$ cat src/rtl/ev22_reg_bank_if.sv
`default_nettype none
// ============================================================================
// Module   : ev22_reg_bank_if
// Brief    : Write, read-port and dump-stream signals of the ev22 register bank
// Revision : 1.0
// ============================================================================
interface ev22_reg_bank_if #(
  parameter int DATA_W = 16,
  parameter int SEL_W  = 6
);
  logic [DATA_W-1:0] wb_data;
  logic [SEL_W-1:0]  wb_sel;
  logic [SEL_W-1:0]  rd_sel_a;
  logic [SEL_W-1:0]  rd_sel_b;
  logic [DATA_W-1:0] rd_data_a;
  logic [DATA_W-1:0] rd_data_b;
  logic [DATA_W-1:0] w_out;
  logic              dump_start;
  logic              dump_valid;
  logic              dump_ready;
  logic [SEL_W-1:0]  dump_idx;
  logic [DATA_W-1:0] dump_data;
  logic              dump_busy;
  logic              dump_done;

  modport master (
    output wb_data, wb_sel, rd_sel_a, rd_sel_b, dump_start, dump_ready,
    input  rd_data_a, rd_data_b, w_out, dump_valid, dump_idx, dump_data,
           dump_busy, dump_done
  );

  modport slave (
    input  wb_data, wb_sel, rd_sel_a, rd_sel_b, dump_start, dump_ready,
    output rd_data_a, rd_data_b, w_out, dump_valid, dump_idx, dump_data,
           dump_busy, dump_done
  );
endinterface
`default_nettype wire

$ cat src/rtl/ev22_reg_bank.sv
`default_nettype none
// ============================================================================
// Module   : ev22_reg_bank
// Brief    : 35-entry register bank (W at 34) with bypassed read ports and
//            a valid/ready debug dump sequencer
// Revision : 1.0
// ============================================================================
module ev22_reg_bank #(
  parameter int DATA_W   = 16,
  parameter int SEL_W    = 6,
  parameter int NUM_REGS = 35,
  parameter int W_INDEX  = 34,
  parameter int NULL_SEL = 35
) (
  input  wire logic      clk,
  input  wire logic      rst,
  ev22_reg_bank_if.slave bus
);
  localparam logic [SEL_W-1:0] c_num_regs = SEL_W'(NUM_REGS);
  localparam logic [SEL_W-1:0] c_last_idx = SEL_W'(NUM_REGS - 1);
  localparam logic [SEL_W-1:0] c_null_sel = SEL_W'(NULL_SEL);
  localparam logic [SEL_W-1:0] c_idx_one  = SEL_W'(1);

  typedef enum logic [1:0] {
    ST_IDLE = 2'd0,
    ST_SEND = 2'd1,
    ST_DONE = 2'd2
  } state_t;

  logic [DATA_W-1:0] r_regs [NUM_REGS];
  state_t            r_state;
  state_t            w_state_next;
  logic [SEL_W-1:0]  r_dump_idx;
  logic [SEL_W-1:0]  w_dump_idx_next;
  logic              w_wr_en;

  // The select alone qualifies a write; out-of-range selects are bubbles.
  assign w_wr_en = (bus.wb_sel < c_num_regs) && (bus.wb_sel != c_null_sel);

  always_ff @(posedge clk or posedge rst) begin
    if (rst) begin
      for (int i = 0; i < NUM_REGS; i++) begin
        r_regs[i] <= '0;
      end
    end else if (w_wr_en) begin
      r_regs[bus.wb_sel] <= bus.wb_data;
    end
  end

  // Same-cycle forwarding so operand fetch sees the word being written back.
  assign bus.rd_data_a = (w_wr_en && (bus.rd_sel_a == bus.wb_sel)) ? bus.wb_data :
                         (bus.rd_sel_a < c_num_regs) ? r_regs[bus.rd_sel_a] : '0;
  assign bus.rd_data_b = (w_wr_en && (bus.rd_sel_b == bus.wb_sel)) ? bus.wb_data :
                         (bus.rd_sel_b < c_num_regs) ? r_regs[bus.rd_sel_b] : '0;
  assign bus.dump_data = (w_wr_en && (r_dump_idx == bus.wb_sel)) ? bus.wb_data :
                         (r_dump_idx < c_num_regs) ? r_regs[r_dump_idx] : '0;

  // W feeds back into writeback, so it must be the registered value.
  assign bus.w_out = r_regs[W_INDEX];

  always_ff @(posedge clk or posedge rst) begin
    if (rst) begin
      r_state    <= ST_IDLE;
      r_dump_idx <= '0;
    end else begin
      r_state    <= w_state_next;
      r_dump_idx <= w_dump_idx_next;
    end
  end

  always_comb begin
    w_state_next    = r_state;
    w_dump_idx_next = r_dump_idx;
    bus.dump_valid  = 1'b0;
    bus.dump_done   = 1'b0;
    bus.dump_busy   = 1'b1;
    unique case (r_state)
      ST_IDLE: begin
        bus.dump_busy = 1'b0;
        if (bus.dump_start) begin
          w_state_next    = ST_SEND;
          w_dump_idx_next = '0;
        end
      end
      ST_SEND: begin
        bus.dump_valid = 1'b1;
        if (bus.dump_ready) begin
          if (r_dump_idx == c_last_idx) begin
            w_state_next = ST_DONE;
          end else begin
            w_dump_idx_next = r_dump_idx + c_idx_one;
          end
        end
      end
      ST_DONE: begin
        bus.dump_done   = 1'b1;
        w_state_next    = ST_IDLE;
        w_dump_idx_next = '0;
      end
      default: begin
        w_state_next    = ST_IDLE;
        w_dump_idx_next = '0;
      end
    endcase
  end

  assign bus.dump_idx = r_dump_idx;
endmodule
`default_nettype wire

$ cat src/flat_wrapper.sv
// flat-port wrapper written by rule: the top's interface ports become plain ports
module ev22_reg_bank_flat 
#(
  parameter int DATA_W   = 16,
  parameter int SEL_W    = 6,
  parameter int NUM_REGS = 35,
  parameter int W_INDEX  = 34,
  parameter int NULL_SEL = 35
)
  (clk, rst, bus_wb_data, bus_wb_sel, bus_rd_sel_a, bus_rd_sel_b, bus_dump_start, bus_dump_ready, bus_rd_data_a, bus_rd_data_b, bus_w_out, bus_dump_valid, bus_dump_idx, bus_dump_data, bus_dump_busy, bus_dump_done);
  ev22_reg_bank_if #(.DATA_W(DATA_W), .SEL_W(SEL_W)) bus_i ();
  input  wire logic clk;
  input  wire logic rst;
  input wire logic [$bits(bus_i.wb_data)-1:0] bus_wb_data;
  input wire logic [$bits(bus_i.wb_sel)-1:0] bus_wb_sel;
  input wire logic [$bits(bus_i.rd_sel_a)-1:0] bus_rd_sel_a;
  input wire logic [$bits(bus_i.rd_sel_b)-1:0] bus_rd_sel_b;
  input wire logic [$bits(bus_i.dump_start)-1:0] bus_dump_start;
  input wire logic [$bits(bus_i.dump_ready)-1:0] bus_dump_ready;
  output wire logic [$bits(bus_i.rd_data_a)-1:0] bus_rd_data_a;
  output wire logic [$bits(bus_i.rd_data_b)-1:0] bus_rd_data_b;
  output wire logic [$bits(bus_i.w_out)-1:0] bus_w_out;
  output wire logic [$bits(bus_i.dump_valid)-1:0] bus_dump_valid;
  output wire logic [$bits(bus_i.dump_idx)-1:0] bus_dump_idx;
  output wire logic [$bits(bus_i.dump_data)-1:0] bus_dump_data;
  output wire logic [$bits(bus_i.dump_busy)-1:0] bus_dump_busy;
  output wire logic [$bits(bus_i.dump_done)-1:0] bus_dump_done;
  assign bus_i.wb_data = bus_wb_data;
  assign bus_i.wb_sel = bus_wb_sel;
  assign bus_i.rd_sel_a = bus_rd_sel_a;
  assign bus_i.rd_sel_b = bus_rd_sel_b;
  assign bus_i.dump_start = bus_dump_start;
  assign bus_i.dump_ready = bus_dump_ready;
  assign bus_rd_data_a = bus_i.rd_data_a;
  assign bus_rd_data_b = bus_i.rd_data_b;
  assign bus_w_out = bus_i.w_out;
  assign bus_dump_valid = bus_i.dump_valid;
  assign bus_dump_idx = bus_i.dump_idx;
  assign bus_dump_data = bus_i.dump_data;
  assign bus_dump_busy = bus_i.dump_busy;
  assign bus_dump_done = bus_i.dump_done;
  ev22_reg_bank #(.DATA_W(DATA_W), .SEL_W(SEL_W), .NUM_REGS(NUM_REGS), .W_INDEX(W_INDEX), .NULL_SEL(NULL_SEL)) u_core (.clk(clk), .rst(rst), .bus(bus_i));
endmodule
$ cat config.mk
export PLATFORM = sky130hd
export DESIGN_NAME = ev22_reg_bank_flat
export DESIGN_NICKNAME = d
export VERILOG_FILES = /design/src/rtl/ev22_reg_bank_if.sv /design/src/rtl/ev22_reg_bank.sv /design/src/flat_wrapper.sv
export SDC_FILE = /design/constraint.sdc
export NUM_CORES = 2
export LEC_CHECK = 0
export BUFFER_PORTS_ARGS = -buffer_cell sky130_fd_sc_hd__buf_2
export CORE_UTILIZATION = 47
export CTS_CLUSTER_DIAMETER = 120
export CTS_CLUSTER_SIZE = 30
export DETAILED_ROUTE_END_ITERATION = 12
export SYNTH_ARGS = -nofsm -noshare
export SYNTH_HDL_FRONTEND = slang
export SYNTH_SLANG_ARGS = --single-unit
$ cat constraint.sdc
create_clock -name clk -period 19.6 [get_ports clk]
set_input_delay 1.96 -clock clk [delete_from_list [all_inputs] [get_ports clk]]
set_output_delay 1.96 -clock clk [all_outputs]
set_load 0.01 [all_outputs]
# Word-level counts from Yosys, hierarchy flattened
# Cells that the tools add are included.
# word_totals
ff_bits	568
input_bits	38
word_cells	99
# classes
add_sub_neg	1
order_cmp	9
n_eq_ne	11
mux	29
bitwise	4
reduce_logical	8
# op_table
op	count
bitwise mux 560 bit	1
binary-select mux 16 bit (select 6 bit)	3
two-way mux 16 bit	13
demux 16 bit (select 6 bit)	1
>= comparator 7 bit (second input constant)	4
NOT 6 -> 7 bit	4
< comparator 6 bit (second input constant)	4
equality test 6 bit	3
two-way mux 6 bit	3
case mux 6 bit (2 select lines)	1
< comparator 7 x 1 -> 1 bit (second input constant)	1
adder 6 x 1 -> 6 bit (second input constant)	1
equality test 6 bit (second input constant)	1
two-way mux 2 bit	3
!= test 2 bit (second input constant)	3
!= test 6 bit (second input constant)	1
AND reduction 3 bit	2
logical AND 1 bit	5
case mux 2 bit (2 select lines)	1
two-way mux 1 bit	3
equality test 2 x 1 -> 1 bit (second input constant)	1
equality test 2 bit (second input constant)	1
logical NOT 2 bit	1
!= test 2 x 1 -> 1 bit (second input constant)	1

# Depth between registers and ports, before layout
# depth
word_depth	6
ltp_mapped	9
ltp_nobuf	6

# Worst setup path before layout
# OpenSTA, ideal clock, no wires.
# synth_path
path_kind	in2out
start	input bus_rd_sel_a[0]
end	output bus_rd_data_a[10]
arrival_time_ns	3.615
setup_slack_ns	14.025
cell_stages	8
n_path_buf	3
cell_sequence	clkbuf_2 buf_6 buf_6 mux4_2 mux2_2 nand2_1 a311oi_1 a221o_1
# synth_between
elab_chain_cells	6
elab_cells_between_ends	9
# synth_lines
element	line_no	rtl
start, declared	flat_wrapper.sv:16	input wire logic [$bits(bus_i.rd_sel_a)-1:0] bus_rd_sel_a;
NOT 6 -> 7 bit (not written as such)	ev22_reg_bank.sv:52	(bus.rd_sel_a < c_num_regs) ? r_regs[bus.rd_sel_a] : '0;
binary-select mux 16 bit (select 6 bit)	ev22_reg_bank.sv:52	
two-way mux 16 bit (not written as such) (2 in a row)	ev22_reg_bank.sv:52	
two-way mux 16 bit	ev22_reg_bank.sv:52	
two-way mux 16 bit *	ev22_reg_bank.sv:51	assign bus.rd_data_a = (w_wr_en && (bus.rd_sel_a == bus.wb_sel)) ? bus.wb_data :
end, declared	flat_wrapper.sv:20	output wire logic [$bits(bus_i.rd_data_a)-1:0] bus_rd_data_a;
# Every way passes the cells marked *; elsewhere a longest branch is shown, timed or not. The select of a mux whose other input is x is not followed.

# Final worst setup path
# layout_path
start	input bus_rd_sel_b[1]
end	output bus_rd_data_b[1]
# layout_between
elab_chain_cells	6
elab_cells_between_ends	9
# layout_lines
element	line_no	rtl
start, declared	flat_wrapper.sv:17	input wire logic [$bits(bus_i.rd_sel_b)-1:0] bus_rd_sel_b;
NOT 6 -> 7 bit (not written as such)	ev22_reg_bank.sv:54	(bus.rd_sel_b < c_num_regs) ? r_regs[bus.rd_sel_b] : '0;
binary-select mux 16 bit (select 6 bit)	ev22_reg_bank.sv:54	
two-way mux 16 bit (not written as such) (2 in a row)	ev22_reg_bank.sv:54	
two-way mux 16 bit	ev22_reg_bank.sv:54	
two-way mux 16 bit *	ev22_reg_bank.sv:53	assign bus.rd_data_b = (w_wr_en && (bus.rd_sel_b == bus.wb_sel)) ? bus.wb_data :
end, declared	flat_wrapper.sv:21	output wire logic [$bits(bus_i.rd_data_b)-1:0] bus_rd_data_b;
# Marked as above.

==> flow_summary.ini <==
[cts]
hold_buffers = 0
root_buffer = clkbuf_16
post_cts_buffers = 0
numCtsBuffers = 23
cts_tree = done
ctsResizeCount = 0
clock_latency_ns = 0.63
path_clk_slew_ns = 0.11
clkSinkCount = 568
clk_path_buf_depth = 3
htree_levels = 1

[floorplan]
fp.dieArea_um2 = 77900
core_um2 = 75900
num_io_pins = 111
die_w_um = 279
num_rows = 101
die_y_um = 279
start_util_pct = 47.5

[drt]
top_layer = met5
drt-wirelength-per-cell_um = 35.1
drc = 0
met1_length_um = 52200
drtPass1Iterations = 6
viasPerCell = 7.11
drt-total-wl_um = 130000
dr.first_iter.drc_count = 3612
wl_met3_um = 14200
ant_nets = 0
vias = 26300
met2_length_um = 55800

[grt]
grt_pass1_vias = 25400
grt_pass1_wl_um = 188000
grt_max_degree = 160
grt_overflow = 0
grt_usage_pct = 33.3
antenna_found_initial = 5

[power_and_ir_drop]
power_density_nw_per_um2 = 109
p_leak_uw = 0.0158
peakVddDrop_mv = 0.116

[sta]
setup_viol = 0
fmax_ghz = 0.134
finalCritPeriodShare_pct = 38.0
setup_tns_ns = 0
min_period_ns = 7.44
report.final.hold_viol_count = 0
rsz0062_at_grt = no
worstMarginPinSlew_ns = 1.26
maxSlewViolCount = 0
worst_slack_ns = 12.16
max-slew-margin-rel_pct = 15.8
finClkSkew_ns = 0.00274

[synth]
ys.flop_type = dfrtp_1
synth_area_per_cell_um2 = 13.0
yosysSeqAreaShare_pct = 39.4
async_reset_ff_share_pct = 100
yosysTopAreaCellShare_pct = 39.4
yosysWarnings = 0
ys_ff_latch = 568
synth_area_leaders = dfrtp_1 39%, mux4_2 18%, mux2_2 16%
synth.distinct_cells = 68
netlist_area_um2 = 36100
synth_fp_nets = 2809
synth-edff-count = 0
synthesis.instances = 2769
synth_top_area_cell = dfrtp_1

[flow_run]
cap_violations = 0

[placed_design]
placed_cell_area_um2 = 37000
place_ws_ns = 12.34
port_buffers = 110
gp_congestion = 0.983
hpwlAfterDp_um = 83700

[worst_setup_path]
crit_path_max_fanout = 46
critical_path_class = input port to output pin
cp-end-kind = output pin
rrSetupSlack_ns = 16.26
cp-start-kind = input port
crit_required_ns = 17.64
arrival_ns = 5.48

[final_layout]
stdcell_area_um2 = 37700
area_delta_synth_final_pct = 4.36
nets = 2702
drive_above_1_share_pct = 39.3
final_util_pct = 49.6
fillers = 6590

[min_path]
hold_path.class = flip-flop to flip-flop

[status]
outcome = completed
critical path, stage by stage:
cell and delay [ns]:
buf_6 0.50, buf_4 0.70, and2_1 0.26, buf_4 0.25, a22oi_1 0.10, a311oi_1 1.09, o221ai_1 0.31, buf_2 0.21
where the power goes:
part           internal [uW]  switching [uW]
Sequential              1400             259
Combinational            815            1000
Clock                    234             395
final timing paths:
check                                       startpoint                     end  cells after the start
worst max-delay path                   bus_rd_sel_b[1]        bus_rd_data_b[1]                      8
worst min-delay path                u_core.r_regs[243]      u_core.r_regs[243]                      1
worst max register to register  u_core.bus.dump_idx[0]  u_core.bus.dump_idx[5]                      7
worst min register to register      u_core.r_regs[243]      u_core.r_regs[243]                      1
max in group asynchronous                          rst  u_core.bus.dump_idx[0]                      4
min in group asynchronous                          rst      u_core.r_regs[438]                      2
flip-flops by register name (all words and copies together) (netlist names):
register	flops
u_core.r_regs	544
u_core.bus.w_out	16
u_core.bus.dump_idx	6
u_core.r_state	2
through the flow:
| stage | instances | hold WS (ns) | total power, uW |
|---|---|---|---|
| CTS | 3696 | 0.541 | 4060 |
| detailed placement | 3667 | 0.515 | 3440 |
| finish | 3698 | 0.533 | 4100 |
| floorplan | 2769 | 0.487 | 2810 |
| global placement | 3667 | 0.497 | 3400 |
| global route | 3697 | 0.553 | 4250 |
synthesized netlist by cell type, drive strengths merged (22+ instances only):
cell type,number
buf,186
mux4,290
nor3,22
a311oi,44
a21oi,35
nor2,65
o21ai,49
dfrtp,568
mux2,594
a221o,34
a22oi,32
mux2i,220
clkbuf,124
or2,35
nand2,161
o22ai,105
cells by family after synthesis:
family / synth area share, %
mux: 42.7
flops: 39.4
compound gates: 7.72
simple gates: 5.08
buf+inv: 4.47
xor+xnor: 0.510
fa+ha+maj: 0.0693
metal layers:
layer,global-route usage (%),up-vias
met5,0,-
met4,16.1,2
met3,8.02,268
met2,48.1,1589
met1,46.8,13900
li1,-,10500
layout by cell type, fill, tap and decap left out, types with 6 or more instances in the layout:
master,count
mux4_2,290
clkbuf_16,23
o21ai_0,49
nand4_1,21
buf_2,105
mux2i_1,220
dfrtp_1,564
a311oi_1,44
nor2_1,45
mux2_2,505
nand2b_1,6
a21boi_0,14
or3_1,15
nand3b_1,8
a221o_1,34
buf_4,65
o221ai_1,15
o22ai_1,105
or2_0,23
a22oi_1,32
o211ai_1,14
xnor2_1,19
nand3_1,7
nor2_2,20
mux2_1,89
a211o_1,14
nand2_1,160
nor2b_1,11
and2_1,7
or2_1,10
a21oi_1,34
nor3_1,18
final cells by class:
class,instances,area (um^2),area share (%)
multi-input cells,1885,20300,53.9
flip-flops and latches,568,14200,37.8
clock inverters,4,70.1,0.186
diodes,2,5.00,0.0133
well taps,1030,1290,3.42
inverters,6,30.0,0.0798
repair buffers,178,1140,3.04
clock buffers,25,583,1.55
No activity file was read; power rests on OpenSTA's default activity.
